--- src/rtl/id_ex_stage.sv ---
// -----------------------------------------------------------------------------
// id_ex_stage
//
// ID/EX pipeline register in front of the execute-stage ALU. It captures the
// decoded instruction each cycle and resolves RAW hazards by forwarding from
// the EX/MEM and MEM/WB stages. EX/MEM has priority, and register 0 is never
// forwarded. Stall holds the instruction, but a held instruction still picks
// up results that arrive at EX/MEM or MEM/WB during the stall. Flush inserts
// a bubble (nop select, no write) and takes priority over stall.
//
// Ports
//   clk, rst_n               clock (rising edge), async active-low reset
//   stall_i, flush_i         hold / bubble-insert controls
//   in_valid, sel_in         decoded instruction valid and ALU op
//   rs/rt/rd_addr_in         source and destination register addresses
//   rs/rt_data_in, imm_in    register-file reads and extended immediate
//   use_imm_in, reg_write_in operand-B select and write-back enable
//   exmem_we/rd/data         EX/MEM forwarding source
//   memwb_we/rd/data         MEM/WB forwarding source
//   out_valid, alu_sel       registered valid and ALU select
//   alu_a, alu_b             registered ALU operands
//   rd_out, reg_write_out    registered destination and write enable
// -----------------------------------------------------------------------------
module id_ex_stage #(
  parameter int WIDTH = 32,
  parameter int RADDR = 5
) (
  input  logic             clk,
  input  logic             rst_n,
  input  logic             stall_i,
  input  logic             flush_i,
  input  logic             in_valid,
  input  logic [2:0]       sel_in,
  input  logic [RADDR-1:0] rs_addr_in,
  input  logic [RADDR-1:0] rt_addr_in,
  input  logic [RADDR-1:0] rd_addr_in,
  input  logic [WIDTH-1:0] rs_data_in,
  input  logic [WIDTH-1:0] rt_data_in,
  input  logic [WIDTH-1:0] imm_in,
  input  logic             use_imm_in,
  input  logic             reg_write_in,
  input  logic             exmem_we,
  input  logic [RADDR-1:0] exmem_rd,
  input  logic [WIDTH-1:0] exmem_data,
  input  logic             memwb_we,
  input  logic [RADDR-1:0] memwb_rd,
  input  logic [WIDTH-1:0] memwb_data,
  output logic             out_valid,
  output logic [2:0]       alu_sel,
  output logic [WIDTH-1:0] alu_a,
  output logic [WIDTH-1:0] alu_b,
  output logic [RADDR-1:0] rd_out,
  output logic             reg_write_out
);

  localparam logic [2:0] SEL_NOP = 3'b000;

  // Forwarding mux: EX/MEM is the younger producer, so it wins when both
  // stages target the same register. Register 0 is hard-wired and never
  // forwarded.
  function automatic logic [WIDTH-1:0] fwd(
    input logic [RADDR-1:0] addr,
    input logic [WIDTH-1:0] regval,
    input logic             ex_we,
    input logic [RADDR-1:0] ex_rd,
    input logic [WIDTH-1:0] ex_data,
    input logic             mw_we,
    input logic [RADDR-1:0] mw_rd,
    input logic [WIDTH-1:0] mw_data
  );
    logic [WIDTH-1:0] res;
    res = regval;
    if (addr != '0) begin
      if (ex_we && (ex_rd == addr))
        res = ex_data;
      else if (mw_we && (mw_rd == addr))
        res = mw_data;
    end
    return res;
  endfunction

  // Source addresses and operand-B select of the instruction currently held,
  // kept so that a stalled instruction can keep re-forwarding.
  logic [RADDR-1:0] rs_held_p1;
  logic [RADDR-1:0] rt_held_p1;
  logic             use_imm_held_p1;

  logic [WIDTH-1:0] load_a_p0;
  logic [WIDTH-1:0] load_b_p0;
  logic [WIDTH-1:0] hold_a_p1;
  logic [WIDTH-1:0] hold_b_p1;

  // ---- p0: decode-side operand selection (new instruction) ----
  always_comb begin
    load_a_p0 = fwd(rs_addr_in, rs_data_in, exmem_we, exmem_rd, exmem_data,
                    memwb_we, memwb_rd, memwb_data);
    load_b_p0 = use_imm_in ? imm_in
                           : fwd(rt_addr_in, rt_data_in, exmem_we, exmem_rd,
                                 exmem_data, memwb_we, memwb_rd, memwb_data);
  end

  // ---- p1: refresh of the held operands while stalled ----
  // The held operand value is the "register value" fed back into the
  // forwarding mux, so with no match it simply recirculates.
  always_comb begin
    hold_a_p1 = fwd(rs_held_p1, alu_a, exmem_we, exmem_rd, exmem_data,
                    memwb_we, memwb_rd, memwb_data);
    hold_b_p1 = use_imm_held_p1 ? alu_b
                                : fwd(rt_held_p1, alu_b, exmem_we, exmem_rd,
                                      exmem_data, memwb_we, memwb_rd,
                                      memwb_data);
  end

  // ---- p0 -> p1: ID/EX register ----
  always_ff @(posedge clk or negedge rst_n) begin
    if (!rst_n) begin
      out_valid       <= 1'b0;
      alu_sel         <= SEL_NOP;
      alu_a           <= '0;
      alu_b           <= '0;
      rd_out          <= '0;
      reg_write_out   <= 1'b0;
      rs_held_p1      <= '0;
      rt_held_p1      <= '0;
      use_imm_held_p1 <= 1'b0;
    end else if (flush_i) begin
      // Bubble: nop select so the ALU output is harmless; operands keep
      // their last values since nothing consumes them.
      out_valid     <= 1'b0;
      alu_sel       <= SEL_NOP;
      rd_out        <= '0;
      reg_write_out <= 1'b0;
    end else if (stall_i) begin
      // A held bubble needs no refresh.
      if (out_valid) begin
        alu_a <= hold_a_p1;
        alu_b <= hold_b_p1;
      end
    end else begin
      out_valid       <= in_valid;
      alu_sel         <= in_valid ? sel_in : SEL_NOP;
      reg_write_out   <= in_valid & reg_write_in;
      rd_out          <= rd_addr_in;
      alu_a           <= load_a_p0;
      alu_b           <= load_b_p0;
      rs_held_p1      <= rs_addr_in;
      rt_held_p1      <= rt_addr_in;
      use_imm_held_p1 <= use_imm_in;
    end
  end

endmodule

--- config.mk ---
export PLATFORM = sky130hd
export DESIGN_NAME = id_ex_stage
export DESIGN_NICKNAME = d
export VERILOG_FILES = /design/src/rtl/id_ex_stage.sv
export SDC_FILE = /design/constraint.sdc
export NUM_CORES = 1
export LEC_CHECK = 0
export CAP_MARGIN = 15
export CORE_AREA = 2 2 126 128
export DETAILED_ROUTE_END_ITERATION = 8
export DIE_AREA = 0 0 128 130
export GPL_TIMING_DRIVEN = 1
export HOLD_SLACK_MARGIN = 0.03
export PLACE_DENSITY = 0.89
export SLEW_MARGIN = 40
export SYNTH_ARGS = -nofsm -noshare
export SYNTH_HDL_FRONTEND = slang
export SYNTH_SLANG_ARGS = --single-unit
--- constraint.sdc ---
create_clock -name clk -period 4.5 [get_ports clk]
set_input_delay 0.9 -clock clk [delete_from_list [all_inputs] [get_ports clk]]
set_output_delay 0.9 -clock clk [all_outputs]
set_load 0.005 [all_outputs]
==> results.txt <==
Final WL: 30310 µm
Mapped Avg Cell Area: 9.214 µm²
Worst Hold Class: reg -> reg
Reg2reg setup slack: 1930 ps
Ys Warns: 0
DIE HEIGHT: 130 µm
Worst R2R End: alu_b[15]
Main combinational cell family by area after synthesis: compound AO/OA/AOI/OAI gates
Max_cap viols: 0
Initial Utilization: 48.44%
Post-Synth Adder-Cell Area: 0%
Final nets: 1218
Cell area after synthesis: 0.007472 mm²
Post-synth cell types: 40
Post-route clock skew: 8.278 ps
Final Non-Filler Cells: 1218
Clk sinks: 85
Worst setup path start: memwb_rd[1]
Io pins: 271
Placer Congestion: 0.9210
Die Wd: 128 µm
Worst hold path endpoint: alu_b[2]
Reg2reg path depth: 8
Area Growth Syn to Fin: 42.36%
Wirelength per Cell: 24.89 µm
Worst Setup Start Kind: input pin
Synth Area in XOR/XNOR: 4.689%
Cts-stage hold buffer count: 0
TritonCTS Buffers: 9
Clock Latency Late Sink: 350 ps
Peak supply drop: 161.9 µV
H-tree levels: 3
Crit Path Category: in -> reg
Mapped Cells: 811
Initial antenna violation count: 0
Worst slew pin tran: 862.0 ps
Post-synthesis compound-gate area fraction: 33.39%
Dpl hpwl: 20080 µm
Power Dens Cells: 263.3 mW/mm²
Core Area: 0.01542 mm²
Async SR Flop Fraction: 100.0%
Synthesized flop and latch total: 85
Largest net degree at the start of global routing: 71
DR iter-0 viols: 981
Synth area leader: dfrtp_1
# setup viols final: 0
Worst path required time: 4740 ps
Synth top area share: 28.47%
Worst Hold Launch: alu_b[2]
Slew Viols, Final: 0
# Post-CTS Setup Buffers: 0
Post-synthesis sequential area ratio: 28.47%
Rows: 46
Post-synthesis simple-gate area fraction: 10.37%
Top post-synthesis cells by area: dfrtp_1 28%, mux2i_1 9.4%, a2bb2oi_1 7.4%
Residual DRC count: 0
Share of layout cells above drive strength 1: 13.26%
WP data arrival: 3640 ps
Hold Vio Cnt, Final: 0
Placed Area: 0.01030 mm²
Leakage: 4.372 nW
Vias in the first global route: 8524
Hold path depth: 1
DRT antenna net count: 0
CTS root buf: clkbuf_16
Fin area: 0.01064 mm²
Max clock buf depth: 2
Design Power: 0.002801 W
Critical Path Fanout Max: 17
Clk slew on worst S/H paths: 70 ps
Post-layout minimum cycle time: 3408 ps
CTS-repair resized insts: 0
Slew margin rel.: 42.53%
Syn nets: 1008
RSZ-0062 raised after global routing: false
Top cells by count, synth: 85 x dfrtp_1, 70 x clkbuf_1, 70 x mux2i_1, 63 x a2bb2oi_1, 62 x a221oi_1
Global-route wire length before repair: 46530 µm
Tcrit/Tclk final: 75.72%
Most common cell in the synthesized netlist: dfrtp_1
Drt first pass iters: 6
Die area: 0.01664 mm²
Cells after DPL: 1201
Via Count: 8504
Post-synthesis mux area share: 15.86%
GRT Residual Overflow: 0
Max Clock Freq: 0.2935 GHz
CTS tree: yes
Port buffer count: 270
Status: completed
Vias per cell: 6.982
Setup WS pre-CTS: 874.6 ps
Critical path capture point type: register
Post-synth EDFFs: 0
Primary FF master, synth: dfrtp_1
Final worst slack: 1092 ps
Worst r2r src: rt_held_p1[1]
ANT cells: 0
Gr usage total: 35.55%
Final setup TNS: 0 ps
## logic make-up (layout without fill, tap and decap cells)
family	count (synthesis)	in the layout
buf+inv	130	345
mux	113	113
xor+xnor	40	40
flops	85	85
compound gates	294	294
simple gates	149	149
## area by class of cell
class                   instances  area, µm²
clock inverters                 7      90.09
fillers                      1187       4787
multi-input cells             596       4890
repair buffers                296       2939
clock buffers                   9      225.2
well taps                     192      240.2
flip-flops and latches         85       2127
inverters                      33      126.4
## critical path, stage by stage
cell             delay (ps)
clkdlybuf4s50_1         550
xor2_1                  250
nor4_4                  370
nand3_2                 460
buf_4                   400
a221oi_1                360
o31ai_1                 120
a22o_1                  210
## metal layers
metal  up-vias  track usage [%]  wire, µm
met5         -                0         0
met4         0            17.78      1384
met3       138            7.421      3276
met2       716            59.11     14380
met1      4046            44.12     11270
li1       3604                -         -
## cell usage in the layout (no fill, tap or decap), types with 3 or more instances in the layout
| master | synthesis | final |
|---|---|---|
| mux2_2 | 43 | 43 |
| and3_1 | 36 | 35 |
| xnor2_1 | 16 | 15 |
| inv_1 | 32 | 32 |
| o31ai_2 | 28 | 28 |
| nor4_1 | 4 | 4 |
| xor2_1 | 24 | 24 |
| nor2_4 | 1 | 5 |
| a2bb2oi_1 | 63 | 63 |
| mux2i_1 | 70 | 70 |
| dfrtp_1 | 85 | 85 |
| nand2_1 | 6 | 6 |
| nand3_1 | 35 | 33 |
| a21oi_1 | 37 | 37 |
| a221oi_1 | 62 | 62 |
| a22o_1 | 31 | 31 |
| nor2_1 | 49 | 45 |
| clkinv_2 | 0 | 3 |
| buf_4 | 0 | 23 |
| clkbuf_16 | 0 | 9 |
| o2111ai_1 | 32 | 32 |
| clkdlybuf4s50_1 | 0 | 267 |
| o31ai_1 | 35 | 35 |
| nor3_1 | 4 | 3 |
## worst max-delay path by stage
stage / to / slack (ps) / cells past startpoint
6_report: alu_b[19] / 1090 / 8
5_1_grt: alu_b[19] / 1000 / 8
4_1_cts: alu_b[19] / 1210 / 8
3_5_place_dp: alu_b[19] / 870 / 8
3_3_place_gp: alu_b[13] / 930 / 8
2_1_floorplan: alu_a[0] / 1870 / 7
## metrics by stage
stage                     utilization [%]  hold slack, ps
after floorplan                         -           481.4
after global placement              66.45           488.1
final                               68.97           511.3
after global routing                68.97           522.3
after CTS                           68.83           512.4
after detailed placement            66.78           492.5
## state kept, by name, indices dropped and copies added, names as in the netlist
name             cells
alu_a               32
alu_b               32
rd_out               5
rs_held_p1           5
alu_sel              3
reg_write_out        1
rt_held_p1           5
out_valid            1
use_imm_held_p1      1
## where the power goes
part,internal (W),switching [W]
logic,0.000565,0.000429
registers,0.000882,0.000102
clock network,0.000484,0.000340
total,0.00193,0.000870
Note: power is estimated with default switching activity, not from simulation.
